File: src/rtl/piso_stream_serializer.sv
// piso_stream_serializer: parallel-in/serial-out shifter with valid/ready input, one-word holding buffer and stallable serial output
module piso_stream_serializer #(
    parameter int WIDTH     = 16,
    parameter bit MSB_FIRST = 1'b0,
    parameter int CNT_W     = $clog2(WIDTH + 1)
) (
    input  logic             clk,
    input  logic             rst,
    input  logic             clr,
    input  logic [WIDTH-1:0] in_data,
    input  logic             in_valid,
    output logic             in_ready,
    input  logic             shift_en,
    input  logic             ser_in,
    output logic             ser_out,
    output logic             ser_valid,
    output logic             ser_first,
    output logic             ser_last,
    output logic [WIDTH-1:0] par_out,
    output logic             busy,
    output logic             word_done
);
    typedef enum logic {IDLE, SHIFT} state_t;

    state_t           state;
    logic [WIDTH-1:0] sr;
    logic [WIDTH-1:0] hb;
    logic [WIDTH-1:0] sr_next;
    logic [CNT_W-1:0] cnt;
    logic             hb_full;
    logic             accept;
    logic             consume;

    assign in_ready  = !hb_full;
    assign ser_valid = (state == SHIFT);
    assign ser_out   = ser_valid ? (MSB_FIRST ? sr[WIDTH-1] : sr[0]) : 1'b0;
    assign ser_first = ser_valid && (cnt == CNT_W'(WIDTH));
    assign ser_last  = ser_valid && (cnt == CNT_W'(1));
    assign par_out   = sr;
    assign busy      = ser_valid || hb_full;
    assign accept    = in_valid && in_ready;
    assign consume   = ser_valid && shift_en;
    assign sr_next   = MSB_FIRST ? {sr[WIDTH-2:0], ser_in} : {ser_in, sr[WIDTH-1:1]};

    // Shifter, bit counter, holding buffer and IDLE/SHIFT control; a last-bit consume reloads from hb first, then from the input
    always_ff @(posedge clk or negedge rst) begin
        if (!rst) begin
            state     <= IDLE;
            sr        <= '0;
            cnt       <= '0;
            hb        <= '0;
            hb_full   <= 1'b0;
            word_done <= 1'b0;
        end else if (clr) begin
            state     <= IDLE;
            sr        <= '0;
            cnt       <= '0;
            hb        <= '0;
            hb_full   <= 1'b0;
            word_done <= 1'b0;
        end else begin
            word_done <= consume && ser_last;
            if (state == IDLE) begin
                if (accept) begin
                    sr    <= in_data;
                    cnt   <= CNT_W'(WIDTH);
                    state <= SHIFT;
                end
            end else begin
                if (consume && ser_last) begin
                    if (hb_full) begin
                        sr      <= hb;
                        cnt     <= CNT_W'(WIDTH);
                        hb_full <= 1'b0;
                    end else if (accept) begin
                        sr  <= in_data;
                        cnt <= CNT_W'(WIDTH);
                    end else begin
                        sr    <= sr_next;
                        cnt   <= '0;
                        state <= IDLE;
                    end
                end else begin
                    if (consume) begin
                        sr  <= sr_next;
                        cnt <= cnt - 1'b1;
                    end
                    if (accept) begin
                        hb      <= in_data;
                        hb_full <= 1'b1;
                    end
                end
            end
        end
    end
endmodule

File: config.mk
export PLATFORM = sky130hd
export DESIGN_NAME = piso_stream_serializer
export DESIGN_NICKNAME = d
export VERILOG_FILES = /design/src/rtl/piso_stream_serializer.sv
export SDC_FILE = /design/constraint.sdc
export NUM_CORES = 1
export LEC_CHECK = 0
export ABC_CLOCK_PERIOD_IN_PS = 2250
export BUFFER_PORTS_ARGS = -buffer_cell sky130_fd_sc_hd__buf_2
export CORE_ASPECT_RATIO = 0.9
export CORE_MARGIN = 5
export CORE_UTILIZATION = 55
export DETAILED_ROUTE_END_ITERATION = 10
export PLACE_DENSITY_LB_ADDON = 0.1
export SYNTH_ARGS = -nofsm -noshare
export SYNTH_HDL_FRONTEND = slang
export SYNTH_SLANG_ARGS = --single-unit
File: constraint.sdc
create_clock -name clk -period 2.25 [get_ports clk]
set_input_delay 0.3375 -clock clk [delete_from_list [all_inputs] [get_ports clk]]
set_output_delay 0.3375 -clock clk [all_outputs]
set_load 0.05 [all_outputs]
After elaboration in Yosys (flattened, before gate mapping)

Index checks and enable logic that the tools add are counted.

$add $sub $neg: 1
Reduce and logical (&&, ||, !) cells: 14
Mux-type cells: 28
Equal/unequal tests: 4

Operators with widths:

| operator              | count |
|---|---|
| $mux W16              | 10 |
| $mux W5               | 7 |
| $mux W1               | 11 |
| $reduce_bool A3 Y1    | 2 |
| $eq A5 B1 Y1 const B  | 1 |
| $eq A5 B5 Y1 const B  | 1 |
| $logic_and A1 B1 Y1   | 5 |
| $sub A5 B1 Y5 const B | 1 |
| $ne A4 B2 Y1 const B  | 1 |
| $reduce_and A2 Y1     | 2 |
| $reduce_bool A2 Y1    | 2 |
| $reduce_and A3 Y1     | 1 |
| $ne A2 B2 Y1 const B  | 1 |
| $logic_not A1 Y1      | 1 |
| $logic_or A1 B1 Y1    | 1 |

Register bits after elaboration: 40
Output and inout bits: 23

Longest topological paths before layout

Depth in word-level cells: 7
Depth in mapped cells: 8
Depth with buffers taken out: 6

Least setup slack after synthesis

OpenSTA, ideal clock, no wires.

Kind: register to output
Start point: register state (netlist: ser_valid)
End point: output port ser_first
Buffers on the path: 3
Setup slack: -372 ps
Data required time: 1,913 ps
Stages on the path, launching flop included: 6
Arrival: 2,284 ps
Cells stage by stage: dfrtp_1 -> clkbuf_8 -> clkbuf_8 -> clkbuf_8 -> nand3_1 -> nor3_1

Word-level cells in the longest chain between the ends: 1

Ends and longest elaborated chain:

| what                     | RTL line | text |
|---|---|---|
| start: declaration       | 25       | `state_t state;` |
| start signal: assignment | 48       | `state <= IDLE;` |
| start signal: assignment | 55       | `state <= IDLE;` |
| start signal: assignment | 67       | `state <= SHIFT;` |
| $logic_and A1 B1 Y1      | 37       | `assign ser_first = ser_valid && (cnt == CNT_W'(WIDTH));` |
| end: declaration         | 17       | `output logic ser_first,` |

Every way passes these cells.

Worst setup path after layout

Start point: register cnt[1]
End point: output port ser_last

Word-level cells in the longest chain between the ends: 2

Ends and longest elaborated chain:

| what                     | RTL line | text |
|---|---|---|
| start: declaration       | 29       | `logic [CNT_W-1:0] cnt;` |
| start signal: assignment | 66       | `cnt <= CNT_W'(WIDTH);` |
| start signal: assignment | 73       | `cnt <= CNT_W'(WIDTH);` |
| start signal: assignment | 77       | `cnt <= CNT_W'(WIDTH);` |
| $eq A5 B1 Y1             | 38       | `assign ser_last = ser_valid && (cnt == CNT_W'(1));` |
| $logic_and A1 B1 Y1      | 38       |  |
| end: declaration         | 18       | `output logic ser_last,` |

Every way passes these cells.

==> flow_summary_export.csv <==
group,metric,value,unit
synth,ys_warn_count,0,
detailed_routing,drc,0,
clocking,postCtsSetupRepairBufs,0,
die,initial_utilization,57.9,%
clocking,root_buffer,"clkbuf_8",
sta,rsz0062_at_grt,"false",
critical_path,worstSetupPathType,"flop to output pin",
sta,final.period_utilization,91.9,%
die,dieArea,5770,µm²
critical_path,r2r-end,"hb[7]",
synth,synth-seq-cells,40,
clocking,ctsHtreeMaxLevel,2,
power,powerDensity,672,nW/µm²
power,power.switching,0.597,mW
cells_and_area,diodes,0,
place,io_buffer_count,44,
grt,first_global_vias,1946,
sta,tightest_slew,0.875,ns
sta,hold_viol,0,
sta,finalSetupViolCount,0,
clocking,clk-insertion-delay-late,0.28,ns
power,internal-power,1.16,mW
detailed_routing,vias,1967,
cells_and_area,finalNonFillerCells,313,
outcome,status,"finished, final reports clean",
cells_and_area,seqCellArea,1000,µm²
synth,netlist_top_cells_count,"dfrtp_1, a22o_1, o21ai_1",
cells_and_area,final_nets,289,
synth,netlist_area,2390,µm²
power,p_seq_share,46.5,%
power,p_total,1.76,mW
detailed_routing,wirelength,5500,µm
synth,synth_ff_type,"dfrtp_1",
sta,fin_setup_tns,0,ns
clocking,cts_tree,"done",
clocking,cts_buffer_depth,2,
critical_path,startpoint,"cnt[1]",
clocking,cts_sinks,40,
critical_path,worst-r2r-cell-count,7,
critical_path,path_max_fanout,4,
grt,grt_max_degree,41,
sta,period_needed,2.07,ns
die,core,4130,µm²
place,place_hpwl,3690,µm
critical_path,worstPathArrival,1.73,ns
detailed_routing,viasPerCell,6.28,
die,die-width,79.5,µm
synth,syn_nets,249,
critical_path,crit_path_start_kind,"flop",
power,share_comb_of_total_power,25.8,%
critical_path,r2r_slack,0.22,ns
power,max-vdd-ir-drop,459,µV
detailed_routing,wl_per_cell,17.6,µm
synth,post-synth-top-count-cell,"dfrtp_1",
job,drv_cap,0,
grt,grtUsageTotal,20.8,%
synth,async_flop_share,100,%
die,io_pins,45,
cells_and_area,drive_above_1_share,29.1,%
cells_and_area,multiInputGateArea,1140,µm²
die,num_rows,22,
place,gp_congestion,0.780,
sta,report.final.slew_viol_count,0,
synth,synth_top_area_cell,"dfrtp_1",
grt,grt_remaining_overflow,0,
critical_path,critPathRequiredTime,1.91,ns
power,p_clk_share,27.8,%
detailed_routing,antenna_left,0,
critical_path,crit_slowest_cell,"dfrtp_1",
grt,grt_pass1_wl,9590,µm
detailed_routing,drtIter0Drc,105,
sta,skew,0.00690,ns
place,dp.cells,305,
clocking,numCtsBuffers,5,
die,die_y,72.5,µm
cells_and_area,synthToLayoutAreaGrowth,9.53,%
critical_path,timing.rr.start,"cnt[1]",
critical_path,critPathMaxStageDelay,0.41,ns
critical_path,crit_chain,"inv_1 -> ha_1 -> nor4b_2 -> and2_1 -> buf_2",
clocking,clk_pin_slew,0.08,ns
critical_path,end_kind,"output pin",
critical_path,crit_buf_inv,2,
synth,ys_seq_area_share,41.9,%
sta,slew_headroom,41.7,%
power,p_leak,1.22,nW
clocking,cts-resized-gates,0,
worst_hold_path,hp-class,"primary input to asynchronous set/reset pin",
cells_and_area,fillers,359,
sta,maxClockFrequency,484,MHz
synth,syn_inst,224,
clocking,holdBufCountCts,0,
detailed_routing,first_pass_iters,4,
synth,ys_types,41,
synth,synth_top_cell_area_share,41.9,%
synth,synth_area_leaders,"dfrtp_1, a22o_1, clkbuf_8",
critical_path,path_delay_family,"simple AND/OR/NAND/NOR gates",
synth,syn_area_per_cell,10.7,µm²
grt,antenna_found_initial,0,
power,switching_share,33.9,%
synth,synth_edf_count,0,
==> metal layers <==
metal	vias to the layer above	GRT usage (%)	wire length [µm]
met3	4	5.33	353
met1	968	28.2	2530
li1	927	-	-
met5	-	0	0
met2	68	33.6	2590
met4	0	4.58	29
==> per-stage QoR <==
step	area (µm²)	setup WS (ns)	utilization, %	hold slack, ns
after detailed placement	2520	0.281	61.2	0.477
after floorplan	2390	0.0487	-	0.0419
after CTS	2620	0.160	63.4	0.196
final	2620	0.183	63.4	0.165
after global routing	2620	0.0339	63.4	0.240
after global placement	2520	0.345	61.2	0.475
==> state kept, by name, indices dropped and copies added, names as in the netlist <==
name / flops
word_done: 1
hb_full: 1
hb: 16
ser_valid: 1
cnt: 5
par_out: 16
==> power by group through the flow <==
stage / Combinational (mW) / Sequential (mW) / Clock (mW)
after floorplan: 0.263 / 0.918 / 0
after detailed placement: 0.456 / 0.830 / 0
after global placement: 0.451 / 0.830 / 0
after global routing: 0.497 / 0.827 / 0.539
final: 0.453 / 0.817 / 0.489
after CTS: 0.457 / 0.817 / 0.498
==> cell usage in the layout, fill, tap and decap left out, drive strengths merged <==
master / count
buf: 55
dfrtp: 40
a22o: 31
o21ai: 22
and2: 17
a31oi: 15
o211ai: 15
o21a: 14
nand2: 9
clkbuf: 6
inv: 5
nor3: 5
a21oi: 3
ha: 3
nand3: 2
nor2b: 2
nor3b: 2
xnor2: 2
o311ai: 2
nand3b: 2
clkinv: 2
nor2: 2
nor4b: 1
or2: 1
o21ba: 1
or4b: 1
o221ai: 1
or3: 1
o31ai: 1
a22oi: 1
o211a: 1
==> final cells by class <==
cell class | count | area share, %
Sequential cell | 40 | 38.2
Clock inverter | 2 | 0.382
Tap cell | 48 | 2.29
Multi-Input combinational cell | 157 | 43.6
Inverter | 5 | 0.717
Clock buffer | 6 | 3.15
Timing Repair Buffer | 55 | 11.6
==> how the worst max path moves through the flow <==
stage,to,slack (ns),depth (start not counted)
after CTS,ser_last,0.16,5
final,ser_last,0.18,5
after global placement,hb[12],0.34,6
after global routing,ser_last,0.03,5
after floorplan,ser_first,0.05,5
after detailed placement,hb[15],0.28,7
==> worst register-to-register path: stages (launching register included) <==
cell	delay, ns
dfrtp_1	0.38
inv_1	0.09
ha_1	0.19
or4b_1	0.15
buf_4	0.26
nor2_8	0.09
nor3_4	0.55
a22o_1	0.25
==> logic make-up (layout without fill, tap and decap cells) <==
family                   after synthesis  in the layout  synth area share [%]
AO/OA/AOI/OAI                        107            107                  32.7
AND/OR/NAND/NOR                       45             45                  12.4
flip-flops                            40             40                  41.9
buffers and inverters                 27             68                  10.7
adder cells (fa/ha/maj)                3              3                  1.57
XOR/XNOR                               2              2                 0.733
(Power assumes the default switching activity.)
